### config.mk
export PLATFORM = sky130hd
export DESIGN_NAME = master_spi_multi
export DESIGN_NICKNAME = d
export VERILOG_FILES = /design/src/rtl/master_spi_multi.sv
export SDC_FILE = /design/constraint.sdc
export NUM_CORES = 1
export LEC_CHECK = 0
export ABC_AREA = 1
export CORE_MARGIN = 4
export CORE_UTILIZATION = 25
export CTS_CLUSTER_SIZE = 28
export DETAILED_ROUTE_END_ITERATION = 12
export PLACE_DENSITY = 0.45
export SETUP_SLACK_MARGIN = 0.02
export SYNTH_ARGS = -nofsm -noshare
export SYNTH_HDL_FRONTEND = slang
export SYNTH_SLANG_ARGS = --single-unit
### constraint.sdc
create_clock -name CLK -period 4.45 [get_ports CLK]
set_input_delay 1.335 -clock CLK [delete_from_list [all_inputs] [get_ports CLK]]
set_output_delay 1.335 -clock CLK [all_outputs]
set_load 0.1 [all_outputs]
### src/rtl/master_spi_multi.sv
// SPI master on the I/O strobe bus: programmable SCLK divider, all four SPI modes,
// NCS indexed chip selects, read-ahead and a one-deep pending-command slot.
module master_spi_multi #(
    parameter int unsigned NCS         = 4,
    parameter int unsigned DIV_W       = 8,
    parameter int unsigned DEFAULT_DIV = 3
) (
    input  logic             CLK,
    input  logic             RST_N,
    input  logic [1:0]       A,
    input  logic [7:0]       D_in,
    output logic [7:0]       D_out,
    output logic             DDIR,
    output logic             WAIT,
    input  logic             IOWR,
    input  logic             IORD,
    output logic [NCS-1:0]   SS,
    output logic             SCLK,
    output logic             MOSI,
    input  logic             MISO
);

    typedef enum logic {StIdle, StXfer} state_e;

    state_e             state_q;

    // Strobe synchronisers; stage 3 is only kept for rising-edge detection.
    logic               iord_s1_q, iord_s2_q, iord_s3_q;
    logic               iowr_s1_q, iowr_s2_q, iowr_s3_q;
    logic               both_q;
    logic [1:0]         a_q;
    logic [7:0]         d_q;

    logic               cpol_q, cpha_q, autord_q;
    logic [3:0]         cs_idx_q;
    logic [DIV_W-1:0]   div_q;

    logic               pend_q, pend_last_q, overrun_q;
    logic [7:0]         pend_data_q;

    logic [7:0]         tx_q, rx_sh_q, rx_q;
    logic [DIV_W-1:0]   cnt_q, div_t_q;
    logic [4:0]         edge_q;
    logic               cpol_t_q, cpha_t_q, last_q;
    logic               sclk_q, mosi_q;
    logic [NCS-1:0]     ss_q;

    logic               busy;
    logic               rd_rise, wr_rise;
    logic               cmd_xfer, cmd_last;
    logic [7:0]         cmd_data;
    logic               tick, done, leading, samp_edge, shift_edge;
    logic               start_pend, start_cmd, queue_cmd, start;
    logic [7:0]         start_data;
    logic               start_last;
    logic               cs_valid;
    logic [NCS-1:0]     sel_n;

    assign busy     = (state_q == StXfer);
    // A release that follows a both-strobes-low period is not a command.
    assign rd_rise  = iord_s2_q && !iord_s3_q && !both_q && iowr_s2_q;
    assign wr_rise  = iowr_s2_q && !iowr_s3_q && !both_q && iord_s2_q;

    assign cmd_xfer = (wr_rise && !a_q[1]) || (rd_rise && (a_q == 2'd0) && autord_q);
    assign cmd_data = wr_rise ? d_q : 8'hFF;
    assign cmd_last = wr_rise && a_q[0];

    assign tick       = busy && (cnt_q == div_t_q);
    assign done       = tick && (edge_q == 5'd16);
    assign leading    = !edge_q[0];
    assign samp_edge  = tick && !done && (leading ^ cpha_t_q);
    assign shift_edge = tick && !done && !(leading ^ cpha_t_q);

    assign start_pend = done && pend_q;
    assign start_cmd  = cmd_xfer && (!busy || (done && !pend_q));
    assign queue_cmd  = cmd_xfer && !start_cmd;
    assign start      = start_pend || start_cmd;
    assign start_data = start_pend ? pend_data_q : cmd_data;
    assign start_last = start_pend ? pend_last_q : cmd_last;

    assign cs_valid   = (32'(d_q[7:4]) < NCS);

    always_comb begin
        sel_n = '1;
        for (int unsigned i = 0; i < NCS; i++) begin
            if (i == 32'(cs_idx_q)) sel_n[i] = 1'b0;
        end
    end

    always_ff @(posedge CLK or negedge RST_N) begin
        if (!RST_N) begin
            state_q     <= StIdle;
            iord_s1_q   <= 1'b1;
            iord_s2_q   <= 1'b1;
            iord_s3_q   <= 1'b1;
            iowr_s1_q   <= 1'b1;
            iowr_s2_q   <= 1'b1;
            iowr_s3_q   <= 1'b1;
            both_q      <= 1'b0;
            a_q         <= '0;
            d_q         <= '0;
            cpol_q      <= 1'b0;
            cpha_q      <= 1'b0;
            autord_q    <= 1'b0;
            cs_idx_q    <= '0;
            div_q       <= DIV_W'(DEFAULT_DIV);
            pend_q      <= 1'b0;
            pend_last_q <= 1'b0;
            pend_data_q <= '0;
            overrun_q   <= 1'b0;
            tx_q        <= '0;
            rx_sh_q     <= '0;
            rx_q        <= '0;
            cnt_q       <= '0;
            div_t_q     <= '0;
            edge_q      <= '0;
            cpol_t_q    <= 1'b0;
            cpha_t_q    <= 1'b0;
            last_q      <= 1'b0;
            sclk_q      <= 1'b0;
            mosi_q      <= 1'b0;
            ss_q        <= '1;
        end else begin
            iord_s1_q <= IORD;
            iord_s2_q <= iord_s1_q;
            iord_s3_q <= iord_s2_q;
            iowr_s1_q <= IOWR;
            iowr_s2_q <= iowr_s1_q;
            iowr_s3_q <= iowr_s2_q;

            if (!iord_s2_q && !iowr_s2_q) begin
                both_q <= 1'b1;
            end else if (iord_s2_q && iowr_s2_q) begin
                both_q <= 1'b0;
            end

            if (!iord_s2_q || !iowr_s2_q) begin
                a_q <= A;
                d_q <= D_in;
            end

            // Bit engine
            if (busy) begin
                cnt_q <= tick ? '0 : cnt_q + DIV_W'(1);
                if (tick && !done) begin
                    sclk_q <= ~sclk_q;
                    edge_q <= edge_q + 5'd1;
                end
                if (samp_edge) rx_sh_q <= {rx_sh_q[6:0], MISO};
                if (shift_edge) begin
                    mosi_q <= cpha_t_q ? tx_q[7] : tx_q[6];
                    tx_q   <= {tx_q[6:0], 1'b0};
                end
                if (done) begin
                    state_q <= StIdle;
                    rx_q    <= rx_sh_q;
                    sclk_q  <= cpol_t_q;
                    // A held select whose index was retargeted mid-transfer is dropped too.
                    if (last_q || (ss_q != sel_n)) ss_q <= '1;
                end
            end else begin
                sclk_q <= cpol_q;
            end

            if (wr_rise) begin
                case (a_q)
                    2'd2: begin
                        cpol_q   <= d_q[0];
                        cpha_q   <= d_q[1];
                        autord_q <= d_q[2];
                        if (!busy) sclk_q <= d_q[0];
                        if (cs_valid) begin
                            cs_idx_q <= d_q[7:4];
                            if ((d_q[7:4] != cs_idx_q) && !busy) ss_q <= '1;
                        end
                    end
                    2'd3:    div_q <= d_q[DIV_W-1:0];
                    default: ;
                endcase
            end

            if (rd_rise && (a_q == 2'd2)) overrun_q <= 1'b0;
            if (rd_rise && (a_q == 2'd1) && !busy) ss_q <= '1;

            if (queue_cmd) begin
                if (pend_q && !start_pend) begin
                    overrun_q <= 1'b1;
                end else begin
                    pend_q      <= 1'b1;
                    pend_data_q <= cmd_data;
                    pend_last_q <= cmd_last;
                end
            end else if (start_pend) begin
                pend_q <= 1'b0;
            end

            if (start) begin
                state_q  <= StXfer;
                tx_q     <= start_data;
                mosi_q   <= start_data[7];
                rx_sh_q  <= '0;
                cnt_q    <= '0;
                edge_q   <= '0;
                cpol_t_q <= cpol_q;
                cpha_t_q <= cpha_q;
                div_t_q  <= div_q;
                last_q   <= start_last;
                sclk_q   <= cpol_q;
                ss_q     <= sel_n;
            end
        end
    end

    always_comb begin
        D_out = '0;
        case (A)
            2'd0, 2'd1: D_out = rx_q;
            2'd2:       D_out = {cs_idx_q, 1'b0, overrun_q, ~&ss_q, busy};
            default:    D_out[DIV_W-1:0] = div_q;
        endcase
    end

    assign DDIR = !IORD;
    assign WAIT = !((busy || pend_q) && (IORD != IOWR));
    assign SS   = ss_q;
    assign SCLK = sclk_q;
    assign MOSI = mosi_q;

endmodule

=== Yosys cells after proc, flatten, opt, wreduce, memory -nomap -nowiden ===
Index checks and enable logic that the tools add are counted.

* Output and inout bits: 16
* Memory bits (read-only): 0
* Memories: 0
* Bits in registers: 98
* Memory bits (writable): 0
* Word-level logic and storage cells: 171
* Latch bits: 0

* Mux-type cells: 51
* $lt $le $gt $ge: 1
* Bitwise logic cells: 3
* Shift-type cells: 0
* $add $sub $neg: 2
* Eq/ne operators: 14
* Reduce and logical (&&, ||, !) cells: 69
* Div/mod/pow operators: 0
* $mul: 0

{| class="wikitable"
|+ Operators by type and width
! cell !! number
|-
| $mux W8 || 11
|-
| $mux W4 || 9
|-
| $logic_and A1 B1 Y1 || 27
|-
| $mux W1 || 27
|-
| $logic_not A1 Y1 || 16
|-
| $pmux W8 S2 || 1
|-
| $reduce_and A2 Y1 || 8
|-
| $mux W5 || 3
|-
| $reduce_bool A2 Y1 || 6
|-
| $add A8 B1 Y8 const B || 1
|-
| $eq A2 B4 Y1 const A || 2
|-
| $eq A8 B8 Y1 || 1
|-
| $ne A4 B4 Y1 || 2
|-
| $eq A2 B2 Y1 const B || 3
|-
| $logic_or A1 B1 Y1 || 6
|-
| $add A5 B1 Y5 const B || 1
|-
| $eq A5 B5 Y1 const B || 1
|-
| $eq A1 B4 Y1 const A || 1
|-
| $eq A2 B1 Y1 const B || 2
|-
| $logic_not A2 Y1 || 2
|-
| $logic_not A4 Y1 || 1
|-
| $lt A4 B3 Y1 const B || 1
|-
| $reduce_and A4 Y1 || 1
|-
| $reduce_and A3 Y1 || 1
|-
| 5 further kinds || 6
|}

=== Depth between registers and ports, before layout ===
* Word-level depth: 13
* Mapped depth: 14

=== Worst setup path after synthesis ===
OpenSTA, ideal clock, no wires.

* Path kind: input -> output
* From: input A[1]
* To: output D_out[1]
* Cell stages on the path: 2
* Slack: -474 ps
* Required time: 3115 ps
* Arrival: 3589 ps
* Cells stage by stage: nand2_1 -> o21ai_0

* Cells in the longest elaborated chain, start to end: 3
* Elaborated cells between the ends (all ways): 5
* Those cells by class: eq/ne: 2; mux: 1; reduce/logical: 2

{| class="wikitable"
|+ Ends and longest elaborated chain
! what !! RTL line !! RTL
|-
| start: declaration || 10 || <nowiki>input logic [1:0] A,</nowiki>
|-
| $eq A2 B1 Y1 or $logic_not A2 Y1 (tied branches) || 216 || <nowiki>case (A)</nowiki>
|-
| $reduce_or A2 Y1 || 216 ||
|-
| $pmux W8 S2 (*) || 216 ||
|-
| end: declaration || 12 || <nowiki>output logic [7:0] D_out,</nowiki>
|}

Mark *: on every way between the ends. The rest lies on a longest branch, timed or not.

=== Worst setup path after layout ===
Ends and elaborated chain as after synthesis.

==> impl_metrics.tcl <==
set metrics [dict create \
    status "finished, final reports clean" \
    cts_tree "built" \
    p_leak_nw 2.904 \
    dieArea_mm2 0.02276 \
    fin_skew_ps 11.20 \
    min_period_ps 4126 \
    power_switching_share_pct 44.33 \
    final.setup.worst_slack_ps 323.5 \
    power.switching_mw 1.617 \
    synth_xor_area_share_pct 2.060 \
    crit_path_max_fanout 7 \
    comb_power_share_pct 41.0 \
    ctsResizeCount 0 \
    grt_max_degree 65 \
    worst-setup-path-type "input port to output port" \
    cp.required_ps 3120 \
    reg2reg_slack_ps 1700 \
    die_w_um 150.9 \
    via_per_inst 4.384 \
    yosysUniqueCellTypes 40 \
    finish.utilization_pct 30.53 \
    synth_nets 669 \
    drv_cap 0 \
    fill_cells 2149 \
    timing.rr.start "edge_q[0]$_DFFE_PN0P_" \
    drcViolationCount 0 \
    hold_path_class "flip-flop to flip-flop" \
    drt_iter0_markers 202 \
    numCtsBuffers 9 \
    syn_inst 649 \
    cts_max_path_buffers 2 \
    grt_usage_pct 12.13 \
    vias 4152 \
    grt_pass1_vias 4020 \
    io_pins 31 \
    ff2ff_path_depth 9 \
    first_pass_iters 4 \
    antennaDiodeCount 0 \
    synth_top_family_by_area "simple AND/OR/NAND/NOR gates" \
    r2r-end "cnt_q[5]$_DFFE_PN0P_" \
    relSlewSlack_pct 32.13 \
    port_buffers 30 \
    hold_violations 0 \
    crit_chain "clkdlybuf4s50_1 > clkinv_1 > nor2_1 > a22oi_1 > o21ai_0 > buf_12" \
    synthMuxAreaShare_pct 0.6621 \
    intPower_mw 2.031 \
    postRouteWirelength_um 13010 \
    synthSimpleGateAreaFrac_pct 27.83 \
    min_period_over_period_pct 92.73 \
    synth_fa_ha_area_share_pct 1.226 \
    htreeDepth 3 \
    peakVddDrop_v 0.0002159 \
    startpoint_type "input port" \
    ys_seq_elements 98 \
    yosysSeqAreaShare_pct 48.36 \
    max_freq_mhz 242.3 \
    setup_violations 0 \
    fin_nets 697 \
    area_delta_synth_final_pct 18.37 \
    path_buf_inv 3 \
    finalWeightedCongestion 0.8289 \
    p_per_area_mw_per_mm2 604.0 \
    min_from "iord_s1_q$_DFF_PN1_" \
    numClockSinks 98 \
    dp_slack_ps 346.9 \
    syn-cell-area_mm2 0.005102 \
    yosys_warnings 0 \
    cts_root_buf "clkbuf_16" \
    ctsHoldBuffers 0 \
    hold_path_end "iord_s2_q$_DFF_PN1_" \
    die_h_um 150.9 \
    postRouteAntennaNets 0 \
    crit_family "buffers and inverters" \
    grt_first_pass_wirelength_um 21490 \
    cp-end-kind "output port" \
    synth.largest_area_cell "dfrtp_1" \
    cts_setup_buffers 0 \
    clkSlewWorstSetupHoldPaths_ps 80 \
    worstPathArrival_ps 2790 \
    start_util_pct 25.79 \
    antenna_found_initial 0 \
    coreArea_mm2 0.01978 \
    yosysTopAreaCellShare_pct 42.18 \
    report.final.slew_viol_count 0 \
    clockPowerShare_pct 21.2 \
    synth.avg_cell_area_um2 7.862 \
    wl_per_cell_um 13.73 \
    critPathLaunch "A[1]" \
    synth_area_leaders "dfrtp_1, nand2_1, dfstp_2" \
    gr-total-overflow 0 \
    rows 51 \
    rsz0062_at_grt "false" \
    sequentialPowerShare_pct 37.8 \
    holdPathStages 0 \
    critPathSlowestCell "clkdlybuf4s50_1" \
    clock_latency_ps 350 \
    crit_path_max_incr_delay_ps 480 \
    drive_gt1_share_pct 12.02 \
    synth_compound_area_share_pct 11.65 \
    worstMarginPinSlew_ps 1015 \
    dp_hpwl_um 9704 \
]
how the worst max path moves through the flow:
stage                     slack [ps]  depth (start not counted)  endpoint
after CTS                        350                          6  D_out[1]
after global routing             300                          6  D_out[1]
after global placement           410                          6  D_out[1]
after floorplan                 -470                          2  D_out[1]
after detailed placement         350                          6  D_out[1]
final                            320                          6  D_out[1]
power by group through the flow:
stage | clock (mW) | combinational (mW) | sequential (mW)
global route | 0.840 | 1.67 | 1.41
detailed placement | 0 | 1.51 | 1.40
CTS | 0.802 | 1.51 | 1.38
finish | 0.775 | 1.49 | 1.38
global placement | 0 | 1.49 | 1.39
floorplan | 0 | 0.956 | 1.52
cell usage in the layout, fill, tap and decap left out, types with 5 or more instances in the layout:
| master | netlist | final |
|---|---|---|
| clkbuf_16 | 0 | 9 |
| o21ai_2 | 9 | 9 |
| nand2_1 | 185 | 185 |
| buf_12 | 0 | 9 |
| nor2_1 | 79 | 79 |
| nand3_1 | 24 | 24 |
| o21ai_0 | 30 | 29 |
| ha_1 | 5 | 5 |
| dfrtp_1 | 86 | 86 |
| buf_4 | 2 | 6 |
| o211ai_1 | 6 | 6 |
| inv_1 | 73 | 73 |
| nand4_1 | 12 | 12 |
| a21oi_1 | 26 | 26 |
| dfstp_2 | 12 | 12 |
| o21ai_1 | 27 | 28 |
| inv_2 | 9 | 9 |
| clkdlybuf4s50_1 | 0 | 19 |
| xor2_1 | 8 | 8 |
flip-flops by register name, summed over array words and instances (netlist names), 5 cells and up:
signal	flops
div_t_q	8
d_q	8
edge_q	5
cnt_q	8
pend_data_q	8
rx_sh_q	8
div_q	8
tx_q	8
rx_q	8
cells by family (layout without fill, tap and decap cells):
| kind of cell | Yosys count | count (layout) |
|---|---|---|
| buffers and inverters | 101 | 134 |
| DFF | 98 | 98 |
| and+or+nand+nor | 326 | 326 |
| adders and majority gates | 5 | 5 |
| AOI/OAI and AO/OA | 104 | 104 |
| xor gates and xnor gates | 12 | 12 |
| muxes | 3 | 3 |
cell usage after synthesis (all sizes together):
library cell  number
nand2            191
dfrtp             86
nor2              84
inv               82
o21ai             66
a21oi             28
nand3             25
nand4             14
dfstp             12
buf               10
xor2               8
clkbuf             7
nor3               6
o211ai             6
ha                 5
nand3b             4
xnor2              4
mux2               3
clkinv             2
o31ai              2
a22oi              1
and3               1
nor3b              1
o21a               1
area by class of cell:
class | instances | area [µm²] | area share [%]
flip-flops and latches | 98 | 2467 | 40.85
clock buffers | 9 | 225.2 | 3.729
well taps | 265 | 331.6 | 5.490
multi-input cells | 450 | 2216 | 36.69
repair buffers | 34 | 415.4 | 6.878
clock inverters | 7 | 68.82 | 1.139
inverters | 84 | 315.3 | 5.221
metrics by stage:
stage | hold WS [ps] | area (µm²) | setup TNS [ps] | total power, mW | std cells
3_5_place_dp | 347.5 | 5746 | 0 | 2.904 | 931
2_1_floorplan | 345.2 | 5102 | -949.0 | 2.481 | 649
3_3_place_gp | 347.1 | 5746 | 0 | 2.879 | 931
5_1_grt | 367.6 | 6040 | 0 | 3.920 | 947
4_1_cts | 359.7 | 6040 | 0 | 3.694 | 947
6_report | 359.1 | 6040 | 0 | 3.648 | 947
per-layer routing:
metal / vias up / wire (µm) / track usage [%] / part of all wire [%]
li1: 2132 / - / - / -
met1: 1978 / 6508 / 16.80 / 50
met2: 35 / 6006 / 19.27 / 46
met3: 7 / 386 / 2.992 / 3.0
met4: 0 / 104 / 2.584 / 0.80
met5: - / 0 / 0 / 0
(Power assumes the default switching activity.)
